===== src/rtl/bram_arb_pkg.sv =====
// Shared types for the BRAM port arbiter. The data, weight and op store
// instances all use these types.
package bram_arb_pkg;

  // Arbiter ownership states. IDLE and DRAIN never drive the BRAM.
  typedef enum logic [1:0] {
    IDLE   = 2'd0,
    ENGINE = 2'd1,
    DRAIN  = 2'd2,
    HOST   = 2'd3
  } state_t;

  // Which requester issued a read that is still in flight.
  typedef enum logic {
    OWN_ENG  = 1'b0,
    OWN_HOST = 1'b1
  } owner_t;

  // One read tag travels alongside each BRAM read until its data comes back.
  typedef struct packed {
    logic   valid;
    owner_t owner;
  } rd_tag_t;

  // A BRAM access is a read when it is enabled and is not a write.
  function automatic logic is_read(input logic en, input logic we);
    return en & ~we;
  endfunction

endpackage


===== src/rtl/bram_port_arbiter_if.sv =====
// Bundles the host, engine and BRAM-side signals of one arbiter instance.
//
// Handshake semantics:
//  - Host: host_busy_in frames a whole transaction. Strobes (host_we_in /
//    host_re_in) are legal only while host_grant_out is high. A host read is
//    answered by exactly one host_rvalid_out pulse, READ_LATENCY cycles later.
//  - Engine: eng_req_in is a request held until it is accepted. An access
//    transfers in any cycle where eng_req_in and eng_grant_out are both high.
//    A read is answered by exactly one eng_rvalid_out pulse, READ_LATENCY
//    cycles after its grant cycle.
//  - rdata is zero whenever the matching rvalid is low.
interface bram_port_arbiter_if #(
  parameter int ADDR_WIDTH = 16,
  parameter int DATA_WIDTH = 64
);
  logic                  host_busy_in;
  logic [ADDR_WIDTH-1:0] host_addr_in;
  logic [DATA_WIDTH-1:0] host_data_in;
  logic                  host_we_in;
  logic                  host_re_in;
  logic                  host_grant_out;
  logic [DATA_WIDTH-1:0] host_rdata_out;
  logic                  host_rvalid_out;

  logic                  eng_req_in;
  logic [ADDR_WIDTH-1:0] eng_addr_in;
  logic [DATA_WIDTH-1:0] eng_data_in;
  logic                  eng_we_in;
  logic                  eng_grant_out;
  logic [DATA_WIDTH-1:0] eng_rdata_out;
  logic                  eng_rvalid_out;

  logic [ADDR_WIDTH-1:0] bram_addr_out;
  logic [DATA_WIDTH-1:0] bram_data_out;
  logic                  bram_we_out;
  logic                  bram_en_out;
  logic [DATA_WIDTH-1:0] bram_data_in;

  // Arbiter side.
  modport slave (
    input  host_busy_in, host_addr_in, host_data_in, host_we_in, host_re_in,
    output host_grant_out, host_rdata_out, host_rvalid_out,
    input  eng_req_in, eng_addr_in, eng_data_in, eng_we_in,
    output eng_grant_out, eng_rdata_out, eng_rvalid_out,
    output bram_addr_out, bram_data_out, bram_we_out, bram_en_out,
    input  bram_data_in
  );

  // Requesters and BRAM side.
  modport master (
    output host_busy_in, host_addr_in, host_data_in, host_we_in, host_re_in,
    input  host_grant_out, host_rdata_out, host_rvalid_out,
    output eng_req_in, eng_addr_in, eng_data_in, eng_we_in,
    input  eng_grant_out, eng_rdata_out, eng_rvalid_out,
    input  bram_addr_out, bram_data_out, bram_we_out, bram_en_out,
    output bram_data_in
  );
endinterface


===== src/rtl/bram_port_arbiter_rd_tag_pipe.sv =====
// Delay line of read tags, DEPTH stages deep, matching the BRAM read latency
// so each tag reaches the tail in the same cycle as its read data.
module rd_tag_pipe
  import bram_arb_pkg::*;
#(
  parameter int DEPTH = 2
) (
  input  logic    clk_in,
  input  logic    rst_in,
  input  rd_tag_t i_push,
  output rd_tag_t o_tail
);

  rd_tag_t r_stage [DEPTH];

  // Shift one tag per cycle; reset discards every read in flight.
  always_ff @(posedge clk_in) begin
    if (rst_in) begin
      for (int i = 0; i < DEPTH; i++) r_stage[i] <= '0;
    end else begin
      r_stage[0] <= i_push;
      for (int i = 1; i < DEPTH; i++) r_stage[i] <= r_stage[i-1];
    end
  end

  assign o_tail = r_stage[DEPTH-1];

endmodule


===== src/rtl/bram_port_arbiter.sv =====
// Shares one single-port BRAM between the UART host controller and the
// inference engine. The host owns the port for a whole busy-framed
// transaction; the engine owns it otherwise. Every owner change passes
// through DRAIN so reads in flight return to the requester that issued them.
module bram_port_arbiter
  import bram_arb_pkg::*;
#(
  parameter int ADDR_WIDTH   = 16,
  parameter int DATA_WIDTH   = 64,
  parameter int READ_LATENCY = 2
) (
  input  logic                clk_in,
  input  logic                rst_in,
  bram_port_arbiter_if.slave  bus,
  output state_t              dbg_state_out
);

  localparam int CNT_W = $clog2(READ_LATENCY + 1);
  localparam logic [CNT_W-1:0] DRAIN_LOAD = CNT_W'(READ_LATENCY);
  localparam logic [CNT_W-1:0] CNT_ONE    = CNT_W'(1);

  state_t                r_state;
  state_t                w_next_state;
  logic [CNT_W-1:0]      r_cnt;
  logic [CNT_W-1:0]      w_next_cnt;

  logic                  w_host_grant;
  logic                  w_eng_grant;
  logic                  w_en;
  logic                  w_we;
  logic [ADDR_WIDTH-1:0] w_addr;
  logic [DATA_WIDTH-1:0] w_data;

  rd_tag_t               w_push;
  rd_tag_t               w_tail;
  logic                  w_host_rvalid;
  logic                  w_eng_rvalid;

  // State register and drain counter; the state is the only grant source.
  always_ff @(posedge clk_in) begin
    if (rst_in) begin
      r_state <= IDLE;
      r_cnt   <= '0;
    end else begin
      r_state <= w_next_state;
      r_cnt   <= w_next_cnt;
    end
  end

  // Next-state logic. DRAIN holds for exactly READ_LATENCY cycles: the counter
  // is loaded on entry and the exit is taken on the cycle it decrements to 0.
  always_comb begin
    w_next_state = r_state;
    w_next_cnt   = r_cnt;
    case (r_state)
      IDLE: begin
        if (bus.host_busy_in)    w_next_state = HOST;
        else if (bus.eng_req_in) w_next_state = ENGINE;
      end
      ENGINE: begin
        if (bus.host_busy_in) begin
          w_next_state = DRAIN;
          w_next_cnt   = DRAIN_LOAD;
        end else if (!bus.eng_req_in) begin
          w_next_state = IDLE;
        end
      end
      HOST: begin
        if (!bus.host_busy_in) begin
          w_next_state = DRAIN;
          w_next_cnt   = DRAIN_LOAD;
        end
      end
      DRAIN: begin
        if (r_cnt <= CNT_ONE) begin
          w_next_cnt   = '0;
          w_next_state = bus.host_busy_in ? HOST : IDLE;
        end else begin
          w_next_cnt = r_cnt - CNT_ONE;
        end
      end
      default: begin
        w_next_state = IDLE;
        w_next_cnt   = '0;
      end
    endcase
  end

  // BRAM mux and grants, combinational from the state (no added latency).
  always_comb begin
    w_host_grant = 1'b0;
    w_eng_grant  = 1'b0;
    w_en         = 1'b0;
    w_we         = 1'b0;
    w_addr       = '0;
    w_data       = '0;
    case (r_state)
      ENGINE: begin
        w_eng_grant = bus.eng_req_in;
        w_en        = bus.eng_req_in;
        w_we        = bus.eng_req_in & bus.eng_we_in;
        w_addr      = bus.eng_addr_in;
        w_data      = bus.eng_data_in;
      end
      HOST: begin
        // With both strobes set the write wins, so no read is tagged.
        w_host_grant = 1'b1;
        w_en         = bus.host_we_in | bus.host_re_in;
        w_we         = bus.host_we_in;
        w_addr       = bus.host_addr_in;
        w_data       = bus.host_data_in;
      end
      default: ;
    endcase
  end

  assign w_push.valid = is_read(w_en, w_we);
  assign w_push.owner = (r_state == HOST) ? OWN_HOST : OWN_ENG;

  rd_tag_pipe #(
    .DEPTH (READ_LATENCY)
  ) u_rd_tag_pipe (
    .clk_in (clk_in),
    .rst_in (rst_in),
    .i_push (w_push),
    .o_tail (w_tail)
  );

  assign w_host_rvalid = w_tail.valid && (w_tail.owner == OWN_HOST);
  assign w_eng_rvalid  = w_tail.valid && (w_tail.owner == OWN_ENG);

  assign bus.host_grant_out  = w_host_grant;
  assign bus.eng_grant_out   = w_eng_grant;
  assign bus.host_rvalid_out = w_host_rvalid;
  assign bus.eng_rvalid_out  = w_eng_rvalid;
  assign bus.host_rdata_out  = w_host_rvalid ? bus.bram_data_in : '0;
  assign bus.eng_rdata_out   = w_eng_rvalid  ? bus.bram_data_in : '0;
  assign bus.bram_en_out     = w_en;
  assign bus.bram_we_out     = w_we;
  assign bus.bram_addr_out   = w_addr;
  assign bus.bram_data_out   = w_data;
  assign dbg_state_out       = r_state;

  // Host strobes are only legal while the host holds the grant.
  always_ff @(posedge clk_in) begin
    if (!rst_in && r_state != HOST) begin
      assert (!(bus.host_we_in || bus.host_re_in));
    end
  end

endmodule

===== src/flat_wrapper.sv =====
// flat-port wrapper written by rule: the top's interface ports become plain ports
module bram_port_arbiter_flat import bram_arb_pkg::*;
#(
  parameter int ADDR_WIDTH   = 16,
  parameter int DATA_WIDTH   = 64,
  parameter int READ_LATENCY = 2
)
  (clk_in, rst_in, dbg_state_out, bus_host_busy_in, bus_host_addr_in, bus_host_data_in, bus_host_we_in, bus_host_re_in, bus_host_grant_out, bus_host_rdata_out, bus_host_rvalid_out, bus_eng_req_in, bus_eng_addr_in, bus_eng_data_in, bus_eng_we_in, bus_eng_grant_out, bus_eng_rdata_out, bus_eng_rvalid_out, bus_bram_addr_out, bus_bram_data_out, bus_bram_we_out, bus_bram_en_out, bus_bram_data_in);
  bram_port_arbiter_if #(.ADDR_WIDTH(ADDR_WIDTH), .DATA_WIDTH(DATA_WIDTH)) bus_i ();
  input  logic clk_in;
  input  logic rst_in;
  output state_t dbg_state_out;
  input wire logic [$bits(bus_i.host_busy_in)-1:0] bus_host_busy_in;
  input wire logic [$bits(bus_i.host_addr_in)-1:0] bus_host_addr_in;
  input wire logic [$bits(bus_i.host_data_in)-1:0] bus_host_data_in;
  input wire logic [$bits(bus_i.host_we_in)-1:0] bus_host_we_in;
  input wire logic [$bits(bus_i.host_re_in)-1:0] bus_host_re_in;
  output wire logic [$bits(bus_i.host_grant_out)-1:0] bus_host_grant_out;
  output wire logic [$bits(bus_i.host_rdata_out)-1:0] bus_host_rdata_out;
  output wire logic [$bits(bus_i.host_rvalid_out)-1:0] bus_host_rvalid_out;
  input wire logic [$bits(bus_i.eng_req_in)-1:0] bus_eng_req_in;
  input wire logic [$bits(bus_i.eng_addr_in)-1:0] bus_eng_addr_in;
  input wire logic [$bits(bus_i.eng_data_in)-1:0] bus_eng_data_in;
  input wire logic [$bits(bus_i.eng_we_in)-1:0] bus_eng_we_in;
  output wire logic [$bits(bus_i.eng_grant_out)-1:0] bus_eng_grant_out;
  output wire logic [$bits(bus_i.eng_rdata_out)-1:0] bus_eng_rdata_out;
  output wire logic [$bits(bus_i.eng_rvalid_out)-1:0] bus_eng_rvalid_out;
  output wire logic [$bits(bus_i.bram_addr_out)-1:0] bus_bram_addr_out;
  output wire logic [$bits(bus_i.bram_data_out)-1:0] bus_bram_data_out;
  output wire logic [$bits(bus_i.bram_we_out)-1:0] bus_bram_we_out;
  output wire logic [$bits(bus_i.bram_en_out)-1:0] bus_bram_en_out;
  input wire logic [$bits(bus_i.bram_data_in)-1:0] bus_bram_data_in;
  assign bus_i.host_busy_in = bus_host_busy_in;
  assign bus_i.host_addr_in = bus_host_addr_in;
  assign bus_i.host_data_in = bus_host_data_in;
  assign bus_i.host_we_in = bus_host_we_in;
  assign bus_i.host_re_in = bus_host_re_in;
  assign bus_host_grant_out = bus_i.host_grant_out;
  assign bus_host_rdata_out = bus_i.host_rdata_out;
  assign bus_host_rvalid_out = bus_i.host_rvalid_out;
  assign bus_i.eng_req_in = bus_eng_req_in;
  assign bus_i.eng_addr_in = bus_eng_addr_in;
  assign bus_i.eng_data_in = bus_eng_data_in;
  assign bus_i.eng_we_in = bus_eng_we_in;
  assign bus_eng_grant_out = bus_i.eng_grant_out;
  assign bus_eng_rdata_out = bus_i.eng_rdata_out;
  assign bus_eng_rvalid_out = bus_i.eng_rvalid_out;
  assign bus_bram_addr_out = bus_i.bram_addr_out;
  assign bus_bram_data_out = bus_i.bram_data_out;
  assign bus_bram_we_out = bus_i.bram_we_out;
  assign bus_bram_en_out = bus_i.bram_en_out;
  assign bus_i.bram_data_in = bus_bram_data_in;
  bram_port_arbiter #(.ADDR_WIDTH(ADDR_WIDTH), .DATA_WIDTH(DATA_WIDTH), .READ_LATENCY(READ_LATENCY)) u_core (.clk_in(clk_in), .rst_in(rst_in), .bus(bus_i), .dbg_state_out(dbg_state_out));
endmodule

===== config.mk =====
export PLATFORM = sky130hd
export DESIGN_NAME = bram_port_arbiter_flat
export DESIGN_NICKNAME = d
export VERILOG_FILES = /design/src/rtl/bram_arb_pkg.sv /design/src/rtl/bram_port_arbiter_if.sv /design/src/rtl/bram_port_arbiter_rd_tag_pipe.sv /design/src/rtl/bram_port_arbiter.sv /design/src/flat_wrapper.sv
export SDC_FILE = /design/constraint.sdc
export NUM_CORES = 1
export LEC_CHECK = 0
export ABC_CLOCK_PERIOD_IN_PS = 3300
export CAP_MARGIN = 20
export CELL_PAD_IN_SITES_DETAIL_PLACEMENT = 0
export CELL_PAD_IN_SITES_GLOBAL_PLACEMENT = 2
export CORE_AREA = 2 2 176 178
export CTS_BUF_LIST = sky130_fd_sc_hd__clkbuf_8
export DETAILED_ROUTE_END_ITERATION = 7
export DIE_AREA = 0 0 178 180
export PLACE_DENSITY_LB_ADDON = 0.1
export SETUP_SLACK_MARGIN = 0.02
export SYNTH_ARGS = -nofsm -noshare
export SYNTH_HDL_FRONTEND = slang
export SYNTH_SLANG_ARGS = --single-unit

===== constraint.sdc =====
create_clock -name clk_in -period 3.3 [get_ports clk_in]
set_input_delay 0.33 -clock clk_in [delete_from_list [all_inputs] [get_ports clk_in]]
set_output_delay 0.33 -clock clk_in [all_outputs]
set_load 0.05 [all_outputs]

==> results.sh <==
export IMPL_num_vias=4320
export IMPL_synth_seq_cells=8
export IMPL_cts_resized=0
export IMPL_dp_cells=1181
export IMPL_p_leak_nw=3.11
export IMPL_wirelength_um=19100
export IMPL_routabilityCongestion=0.756
export IMPL_worst_setup_path_end_kind="output pin"
export IMPL_syn_num_nets=600
export IMPL_relSlewSlack_pct=47.8
export IMPL_grt_pass1_wl_um=27200
export IMPL_syn_to_final_growth_pct=183
export IMPL_clk_latency_ns=0.23
export IMPL_path_max_fanout=48
export IMPL_ys_seq_area_share_pct=6.05
export IMPL_synth_warnings=0
export IMPL_hold_viol=0
export IMPL_cp_arrival_ns=2.37
export IMPL_max_freq_ghz=0.370
export IMPL_clkSlewWorstSetupHoldPaths_ns=0.04
export IMPL_wire_per_inst_um=16.1
export IMPL_synth_xor_xnor_area_share_pct=0
export IMPL_cp_start_kind="flop"
export IMPL_setup_viol=0
export IMPL_io_pin_count=447
export IMPL_cts_tree="yes"
export IMPL_fin_nets=1021
export IMPL_dr_pass1_iters=4
export IMPL_finalCritPeriodShare_pct=81.9
export IMPL_cp_required_ns=2.97
export IMPL_final_common_cell="clkdlybuf4s50_1"
export IMPL_synth_compound_area_share_pct=3.16
export IMPL_critical_path_top_delay_family="buffers and inverters"
export IMPL_cts_buffer_depth=2
export IMPL_post_cts_buffers=0
export IMPL_worstMarginPinSlew_ns=0.783
export IMPL_dr_first_iter_drc_count=60
export IMPL_cts_buffers=3
export IMPL_worstSetupPathType="flop to output pin"
export IMPL_avgViaCountPerCell=3.63
export IMPL_synth_area_per_cell_um2=7.18
export IMPL_start_util_pct=8.77
export IMPL_final_cells=1189
export IMPL_synthMuxAreaShare_pct=30.2
export IMPL_layout_common_cells="clkdlybuf4s50_1, nor2b_1, mux2i_1"
export IMPL_syn_inst=369
export IMPL_grt_max_degree=66
export IMPL_fp_row_count=64
export IMPL_cts_root_buffer="clkbuf_8"
export IMPL_yosys_area_share_simple_pct=52.1
export IMPL_grt_pass1_vias=4568
export IMPL_status="finished, final reports clean"
export IMPL_slowest_delay_ns=0.82
export IMPL_drc=0
export IMPL_track_usage_pct=11.1
export IMPL_path_buf_inv=2
export IMPL_die_x_um=178
export IMPL_cts_htree_levels=1
export IMPL_power_density_mw_per_mm2=157
export IMPL_ant_nets=0
export IMPL_synth_top_family_by_area="simple AND/OR/NAND/NOR gates"
export IMPL_overflow=0
export IMPL_timing_setup_tns_ns=0
export IMPL_yosys_cell_types_count=24
export IMPL_die_height_um=180
export IMPL_maxCapViolCount=0
export IMPL_slowest_stage="dfxtp_2"
export IMPL_syn_area_mm2=0.00265
export IMPL_die_area_mm2=0.0320
export IMPL_layout_drive_gt1_share_pct=10.8
export IMPL_fillCellCount=3287
export IMPL_min_period_ns=2.70
export IMPL_coreArea_mm2=0.0302
export IMPL_port_buffers=446
export IMPL_postCtsHoldBufs=0
export IMPL_min_path_type="flop to flop"
export IMPL_slew_violations=0
export IMPL_antenna_found_initial=4
export IMPL_clock_skew_ns=0.0105
export IMPL_grt_setup_unrepaired="false"
export IMPL_synthAdderAreaFrac_pct=0
export IMPL_hpwl_um=16400
export IMPL_cts_sinks=8
export IMPL_vdd_drop_max_mv=0.116
export IMPL_path_cells="buf_4 -> and3_1 -> clkdlybuf4s50_1"
through the flow:
step                      power (W)  utilization, %  setup WS (ns)  cell area [um^2]  hold slack [ns]
after floorplan            0.000582               -          0.794              2650            0.399
after global placement      0.00107            24.7          0.798              7450            0.432
after detailed placement    0.00107            24.7          0.754              7450            0.422
after CTS                   0.00120            24.8          0.513              7500            0.431
after global routing        0.00124            24.9          0.430              7500            0.444
final                       0.00118            24.9          0.597              7510            0.428
worst paths after layout:
path,start,slack (ns),end,cells after the start
hold / removal,u_core.u_rd_tag_pipe.r_stage[0][0],0.43,u_core.u_rd_tag_pipe.r_stage[0][2],1
setup reg to reg,u_core.dbg_state_out[0],1.87,u_core.r_cnt[1],3
setup / recovery,u_core.u_rd_tag_pipe.r_stage[0][3],0.60,bus_host_rdata_out[7],3
hold reg to reg,u_core.u_rd_tag_pipe.r_stage[0][0],0.43,u_core.u_rd_tag_pipe.r_stage[0][2],1
layer usage:
metal  track usage [%]  vias up  part of all wire [%]
met3              4.84       12                    14
li1                  -     2087                     -
met2              23.4      276                    56
met1              9.07     1945                    29
met5                 0        -                     0
met4              2.59        0                   1.9
area by class of cell:
type | count | area [um^2] | area share (%)
timing repair buffer | 457 | 4500 | 59.9
inverter | 5 | 18.8 | 0.250
clock buffer | 3 | 41.3 | 0.550
sequential | 8 | 168 | 2.23
multi-input combinational | 315 | 2270 | 30.3
antenna | 4 | 10.0 | 0.133
clock inverter | 1 | 3.75 | 0.0500
tap | 396 | 495 | 6.60
kinds of logic (layout without fill, tap and decap cells):
logic type | after synthesis | after routing
AND/OR/NAND/NOR | 222 | 222
multiplexers | 80 | 80
buffers and inverters | 46 | 466
AO/OA/AOI/OAI | 13 | 13
flip-flops | 8 | 8
other | 0 | 4
Yosys cell counts:
library cell	number	area share, %
nand2_1	1	0.14
buf_2	5	0.94
o21ai_0	5	0.94
a21oi_1	2	0.38
and3_1	65	15
buf_6	2	0.85
and2_1	65	15
clkbuf_2	6	1.1
nor2b_1	83	20
nor3b_1	1	0.28
o32a_1	1	0.38
a22o_1	1	0.33
a211oi_1	1	0.28
a221oi_1	1	0.33
nand2_2	1	0.24
o22ai_1	1	0.24
nand3b_1	2	0.57
dfxtp_1	8	6.0
clkbuf_1	22	3.1
inv_1	5	0.71
buf_4	6	1.7
mux2i_1	80	30
nor2_1	4	0.57
o21bai_1	1	0.28
sequential cells by signal, indices dropped and copies added, names as in the netlist:
register,flops
u_core.r_cnt,2
u_core.u_rd_tag_pipe.r_stage,4
u_core.dbg_state_out,2
report_power, final:
group          leakage (nW)  internal, W  switching [W]
registers            0.0671     0.000101      0.0000233
logic                  3.02     0.000469       0.000463
clock network        0.0269    0.0000806      0.0000387
No activity file was read; power rests on OpenSTA's default activity.
==> edit 1, RTL diff (config.mk and constraints unchanged) <==
`READ_LATENCY` is set to 2 in 2 places; all go to 1.
--- a/src/rtl/bram_port_arbiter.sv
+++ b/src/rtl/bram_port_arbiter.sv
@@ -8,5 +8,5 @@
   parameter int ADDR_WIDTH   = 16,
   parameter int DATA_WIDTH   = 64,
-  parameter int READ_LATENCY = 2
+  parameter int READ_LATENCY = 1
 ) (
   input  logic                clk_in,
--- a/src/flat_wrapper.sv
+++ b/src/flat_wrapper.sv
@@ -4,5 +4,5 @@
   parameter int ADDR_WIDTH   = 16,
   parameter int DATA_WIDTH   = 64,
-  parameter int READ_LATENCY = 2
+  parameter int READ_LATENCY = 1
 )
   (clk_in, rst_in, dbg_state_out, bus_host_busy_in, bus_host_addr_in, bus_host_data_in, bus_host_we_in, bus_host_re_in, bus_host_grant_out, bus_host_rdata_out, bus_host_rvalid_out, bus_eng_req_in, bus_eng_addr_in, bus_eng_data_in, bus_eng_we_in, bus_eng_grant_out, bus_eng_rdata_out, bus_eng_rvalid_out, bus_bram_addr_out, bus_bram_data_out, bus_bram_we_out, bus_bram_en_out, bus_bram_data_in);
Check against the original RTL: not equivalent (Yosys sat finds a counterexample within 4 cycles, from zero or initial values and one cycle with rst_in high).
==> edit 1 against the unedited design <==
Final area rose by 7.1%. Critical endpoint is now bus_bram_en_out. Worst setup slack improved by 0.10 ns. Sequential power down 49%. Largest power group unchanged. Combinational power grew 4.2%. Highest routed layer is now met5. Power fell by 2.7%. Wire length grew 1.2%. Critical path depth unchanged. Area after synthesis fell by 5.4%. Sequential cell count decreased by 4. Largest cell class unchanged.
==> edit 1: results (changes against the unedited design) <==
| Metric | Value |
|---|---|
| Vias/cell | 3.56 (-2.0%) |
| Place WS | 0.788 ns (+0.0337 ns) |
| Routed wire per std cell | 16.6 um (+3.3%) |
| Compound-Gate Fraction of Synth Area | 1.40% (-1.8 points) |
| Initial antenna violation count | 2 (-2) |
| Post-synthesis xor/xnor area fraction | 0% (unchanged) |
| Synth Instances | 349 (-5.4%) |
| Setup Buffers After CTS | 0 (unchanged) |
| Mux cell area share after synthesis | 32.0% (+1.7 points) |
| Placed cells | 1161 (-1.7%) |
| Synth cell types | 21 (-13%) |
| Critical Path AT | 2.27 ns (-0.10 ns) |
| Leakage | 3.19 nW (+2.7%) |
| Fin nets | 1001 (-2.0%) |
| Share of layout cells above drive strength 1 | 10.8% (+0.020 points) |
| ANT cells | 0 (-4) |
| Post-detail-place hpwl | 16700 um (+2.0%) |
| GRT Total Usage | 11.3% (+0.22 points) |
| Number of buffers created by CTS | 3 (unchanged) |
| Reg-to-reg slack, setup | 1.99 ns (+0.12 ns) |
| Sw power | 0.524 mW (-0.22%) |
| Starting DRT DRC Count | 45 (-25%) |
| Outcome | complete, no violations |
| Clock period minus worst slack | 2.60 ns (-0.102 ns) |
| DR vias | 4147 (-4.0%) |
| Post-synthesis sequential area ratio | 3.20% (-2.9 points) |
| Vias in the first global route | 4504 (-1.4%) |
| Worst slew pin tran | 0.584 ns (-0.199 ns) |
| CP max FO | 30 (-38%) |
| Syn nets | 580 (-3.3%) |
| Synth area leaders | mux2i_1 32%, nor2b_1 20%, and2_1 16% |
| First-pass GRT wire length | 27700 um (+1.8%) |
| Final Skew | 0.00565 ns (-0.00482 ns) |
| Largest net degree at the start of global routing | 64 (-3.0%) |
| Commonest cells post-synth | 81 x nor2b_1, 80 x mux2i_1, 65 x and2_1 |
| Final Wtd Congestion | 0.775 (+2.5%) |
## edit 1: final cells by class
type	count	area, um^2
Fill cell	3182	22200
Multi-Input combinational cell	303	2210
Tap cell	396	495
Clock buffer	3	41.3
Inverter	2	7.51
Timing Repair Buffer	456	5190
Sequential cell	4	87.6
Clock inverter	1	3.75
## edit 1: critical path, cell delays in order (launching register included)
cell and delay [ns]:
dfxtp_2 0.61, nand2_1 0.22, o21bai_1 0.34, clkdlybuf4s50_1 0.88
## edit 1: path summary, 6_finish.rpt
kind                                        startpoint                                             to  depth (start not counted)
hold / removal    u_core.dbg_state_out[1]$_SDFFE_PP0P_  u_core.u_rd_tag_pipe.r_stage[0][0]$_SDFF_PP0_                          2
setup reg to reg  u_core.dbg_state_out[0]$_SDFFE_PP0P_  u_core.u_rd_tag_pipe.r_stage[0][1]$_SDFF_PP0_                          3
hold reg to reg   u_core.dbg_state_out[1]$_SDFFE_PP0P_  u_core.u_rd_tag_pipe.r_stage[0][0]$_SDFF_PP0_                          2
setup / recovery  u_core.dbg_state_out[0]$_SDFFE_PP0P_                                bus_bram_en_out                          3
## edit 1: cell families after synthesis
group	count (synthesis)
simple gates	218
mux	80
buf+inv	42
compound gates	5
flops	4
## edit 1: per-stage QoR
step | area, um^2 | hold WS, ns | total power [mW]
finish | 8040 | 0.602 | 1.14
global route | 8040 | 0.633 | 1.21
CTS | 8040 | 0.603 | 1.17
detailed placement | 7990 | 0.592 | 1.05
global placement | 7990 | 0.601 | 1.05
floorplan | 2510 | 0.399 | 0.535
## edit 1: power groups by stage
stage          sequential, mW  clock, mW  combinational (mW)
6_report               0.0640      0.108               0.972
5_1_grt                0.0665      0.119                1.03
2_1_floorplan          0.0596          0               0.475
3_3_place_gp           0.0654          0               0.983
4_1_cts                0.0653      0.113               0.987
3_5_place_dp           0.0660          0               0.983
## edit 1: layer usage
layer / track usage (%) / vias to the layer above / share of wire, %
met5: 0 / - / 0.13
met4: 1.80 / 4 / 1.1
met3: 4.34 / 15 / 12
met2: 24.0 / 270 / 56
met1: 9.79 / 1847 / 30
li1: - / 2011 / -
==> edit 2, RTL diff (same flow settings) <==
Without the edit above. Make the reset (`rst_in`) asynchronous in 2 clocked blocks.
--- a/src/rtl/bram_port_arbiter_rd_tag_pipe.sv
+++ b/src/rtl/bram_port_arbiter_rd_tag_pipe.sv
@@ -15,5 +15,5 @@
 
   // Shift one tag per cycle; reset discards every read in flight.
-  always_ff @(posedge clk_in) begin
+  always_ff @(posedge clk_in or posedge rst_in) begin
     if (rst_in) begin
       for (int i = 0; i < DEPTH; i++) r_stage[i] <= '0;
--- a/src/rtl/bram_port_arbiter.sv
+++ b/src/rtl/bram_port_arbiter.sv
@@ -38,5 +38,5 @@
 
   // State register and drain counter; the state is the only grant source.
-  always_ff @(posedge clk_in) begin
+  always_ff @(posedge clk_in or posedge rst_in) begin
     if (rst_in) begin
       r_state <= IDLE;
Formal check against the unedited RTL: differs if rst_in is asserted again (counterexample within 4 cycles, from zero or initial values and one cycle with rst_in high); with rst_in held inactive, the same outputs for 10 cycles.
==> edit 2 against the unedited design <==
Synthesized cell count grew 0.27%. Sequential cell count is the same. Via count shrank 1.7%. Final area shrank 0.60%. Clock skew shrank 0.0094 ns. Worst setup slack lost 0.11 ns. Wire length shrank 2.6%. Area after synthesis grew 0.61%.
Power is not compared: it rests on default switching activity, and its combinational part moved more than twofold at a synthesized area within 25%.
==> edit 2: results (changes against the unedited design) <==
| Metric | Value |
|---|---|
| Grt met1 use | 8.84% (-0.23 points) |
| Uppermost layer routed | met4 |
| Non-clock buffer count | 452 (-1.1%) |
| Multi-input comb cells | 317 (+0.63%) |
| Synth cell types | 21 (-13%) |
| Slack of the critical path | 0.490 ns (-0.108 ns) |
| Non-clock buffers, area share | 59.4% (-0.51 points) |
| Initial antenna violation count | 1 (-3) |
| Placed Area | 7410 um^2 (-0.50%) |
| Post-synthesis sequential area ratio | 7.51% (+1.5 points) |
| Worst slew pin tran | 0.971 ns (+0.189 ns) |
| WHS Path Cells | 0 (-1) |
| Mapped Avg Cell Area | 7.20 um^2 (+0.34%) |
| Slowest-stage cell, CP | clkdlybuf4s50_1 |
| CP max stage delay | 0.87 ns (+0.05 ns) |
| Synth Flop Type | dfrtp_1 |
| Final Skew | 0.00102 ns (-0.00945 ns) |
| Synth area leaders | mux2i_1 30%, nor2b_1 19%, and2_1 16% |
| Final Wtd Congestion | 0.769 (+1.6%) |
| Place WS | 0.690 ns (-0.0635 ns) |
| Fillers | 3278 (-0.27%) |
| Starting DRT DRC Count | 62 (+3.3%) |
| R2R Path Start | u_core.dbg_state_out[1]$_DFFE_PP0P_ |
| GRT Total Usage | 10.8% (-0.33 points) |
| DR WL met2 | 10700 um (about the same) |
| Share of layout cells above drive strength 1 | 10.2% (-0.57 points) |
| Multi-input logic portion of the cell area | 30.4% (+0.12 points) |
| Critical Path AT | 2.48 ns (+0.11 ns) |
| Outcome | complete, no violations |
| Routed wire per std cell | 15.8 um (-1.9%) |
| GR met2 Demand/Resource | 23.3% (-0.062 points) |
| Storage element area | 208 um^2 (+24%) |
| Clk cell area share | 0.604% (+0.0036 points) |
| Fin nets | 1016 (-0.49%) |
| CP max FO | 35 (-27%) |
| Fin area | 7460 um^2 (-0.60%) |
| Largest net degree at the start of global routing | 67 (+1.5%) |
| Critical Path End | bus_bram_data_out[59] |
| Async S/R FF share, synth | 100% (+100 points) |
| Met3 Use GR | 3.98% (-0.87 points) |
| Worst R2R End | u_core.r_cnt[1]$_DFFE_PP0P_ |
| DRT Wirelength | 18700 um (-2.6%) |
| Inverters | 3 (-2) |
| Post-detail-place hpwl | 15800 um (-3.6%) |
| Met3 wire length | 2320 um (-11%) |
| First-pass GRT wire length | 26700 um (-2.1%) |
| Vias in the first global route | 4435 (-2.9%) |
-- edit 2: cell types whose count changed after synthesis, sizes merged, moves of 3 or more --
cell   change
dfxtp      -8
and2       +3
dfrtp      +8
nand2      +4
-- edit 2: worst min path at each step --
| stage | to | startpoint | slack, ns |
|---|---|---|---|
| after floorplan | u_core.dbg_state_out[0]$_DFFE_PP0P_ | rst_in | 0.15 |
| after global placement | u_core.u_rd_tag_pipe.o_tail[0]$_DFF_PP0_ | u_core.u_rd_tag_pipe.r_stage[2]$_DFF_PP0_ | 0.34 |
| after detailed placement | u_core.u_rd_tag_pipe.o_tail[1]$_DFF_PP0_ | u_core.u_rd_tag_pipe.r_stage[3]$_DFF_PP0_ | 0.34 |
| after CTS | u_core.u_rd_tag_pipe.o_tail[1]$_DFF_PP0_ | u_core.u_rd_tag_pipe.r_stage[3]$_DFF_PP0_ | 0.35 |
| after global routing | u_core.u_rd_tag_pipe.o_tail[0]$_DFF_PP0_ | u_core.u_rd_tag_pipe.r_stage[2]$_DFF_PP0_ | 0.36 |
| final | u_core.u_rd_tag_pipe.o_tail[0]$_DFF_PP0_ | u_core.u_rd_tag_pipe.r_stage[2]$_DFF_PP0_ | 0.35 |
-- edit 2: power breakdown --
part           total [mW]  internal [mW]  switching (mW)
clock               0.121         0.0807          0.0401
combinational        2.80           1.12            1.69
sequential          0.292          0.128           0.164
total                3.22           1.33            1.89
-- edit 2: logic make-up (layout without fill, tap and decap cells) --
family / Yosys count / in the layout / share of synthesized area (%)
buffers and inverters: 45 / 459 / 7.70
other: 0 / 1 / 0
multiplexers: 80 / 80 / 30.0
flip-flops: 8 / 8 / 7.51
AO/OA/AOI/OAI: 13 / 13 / 2.86
AND/OR/NAND/NOR: 224 / 224 / 51.9
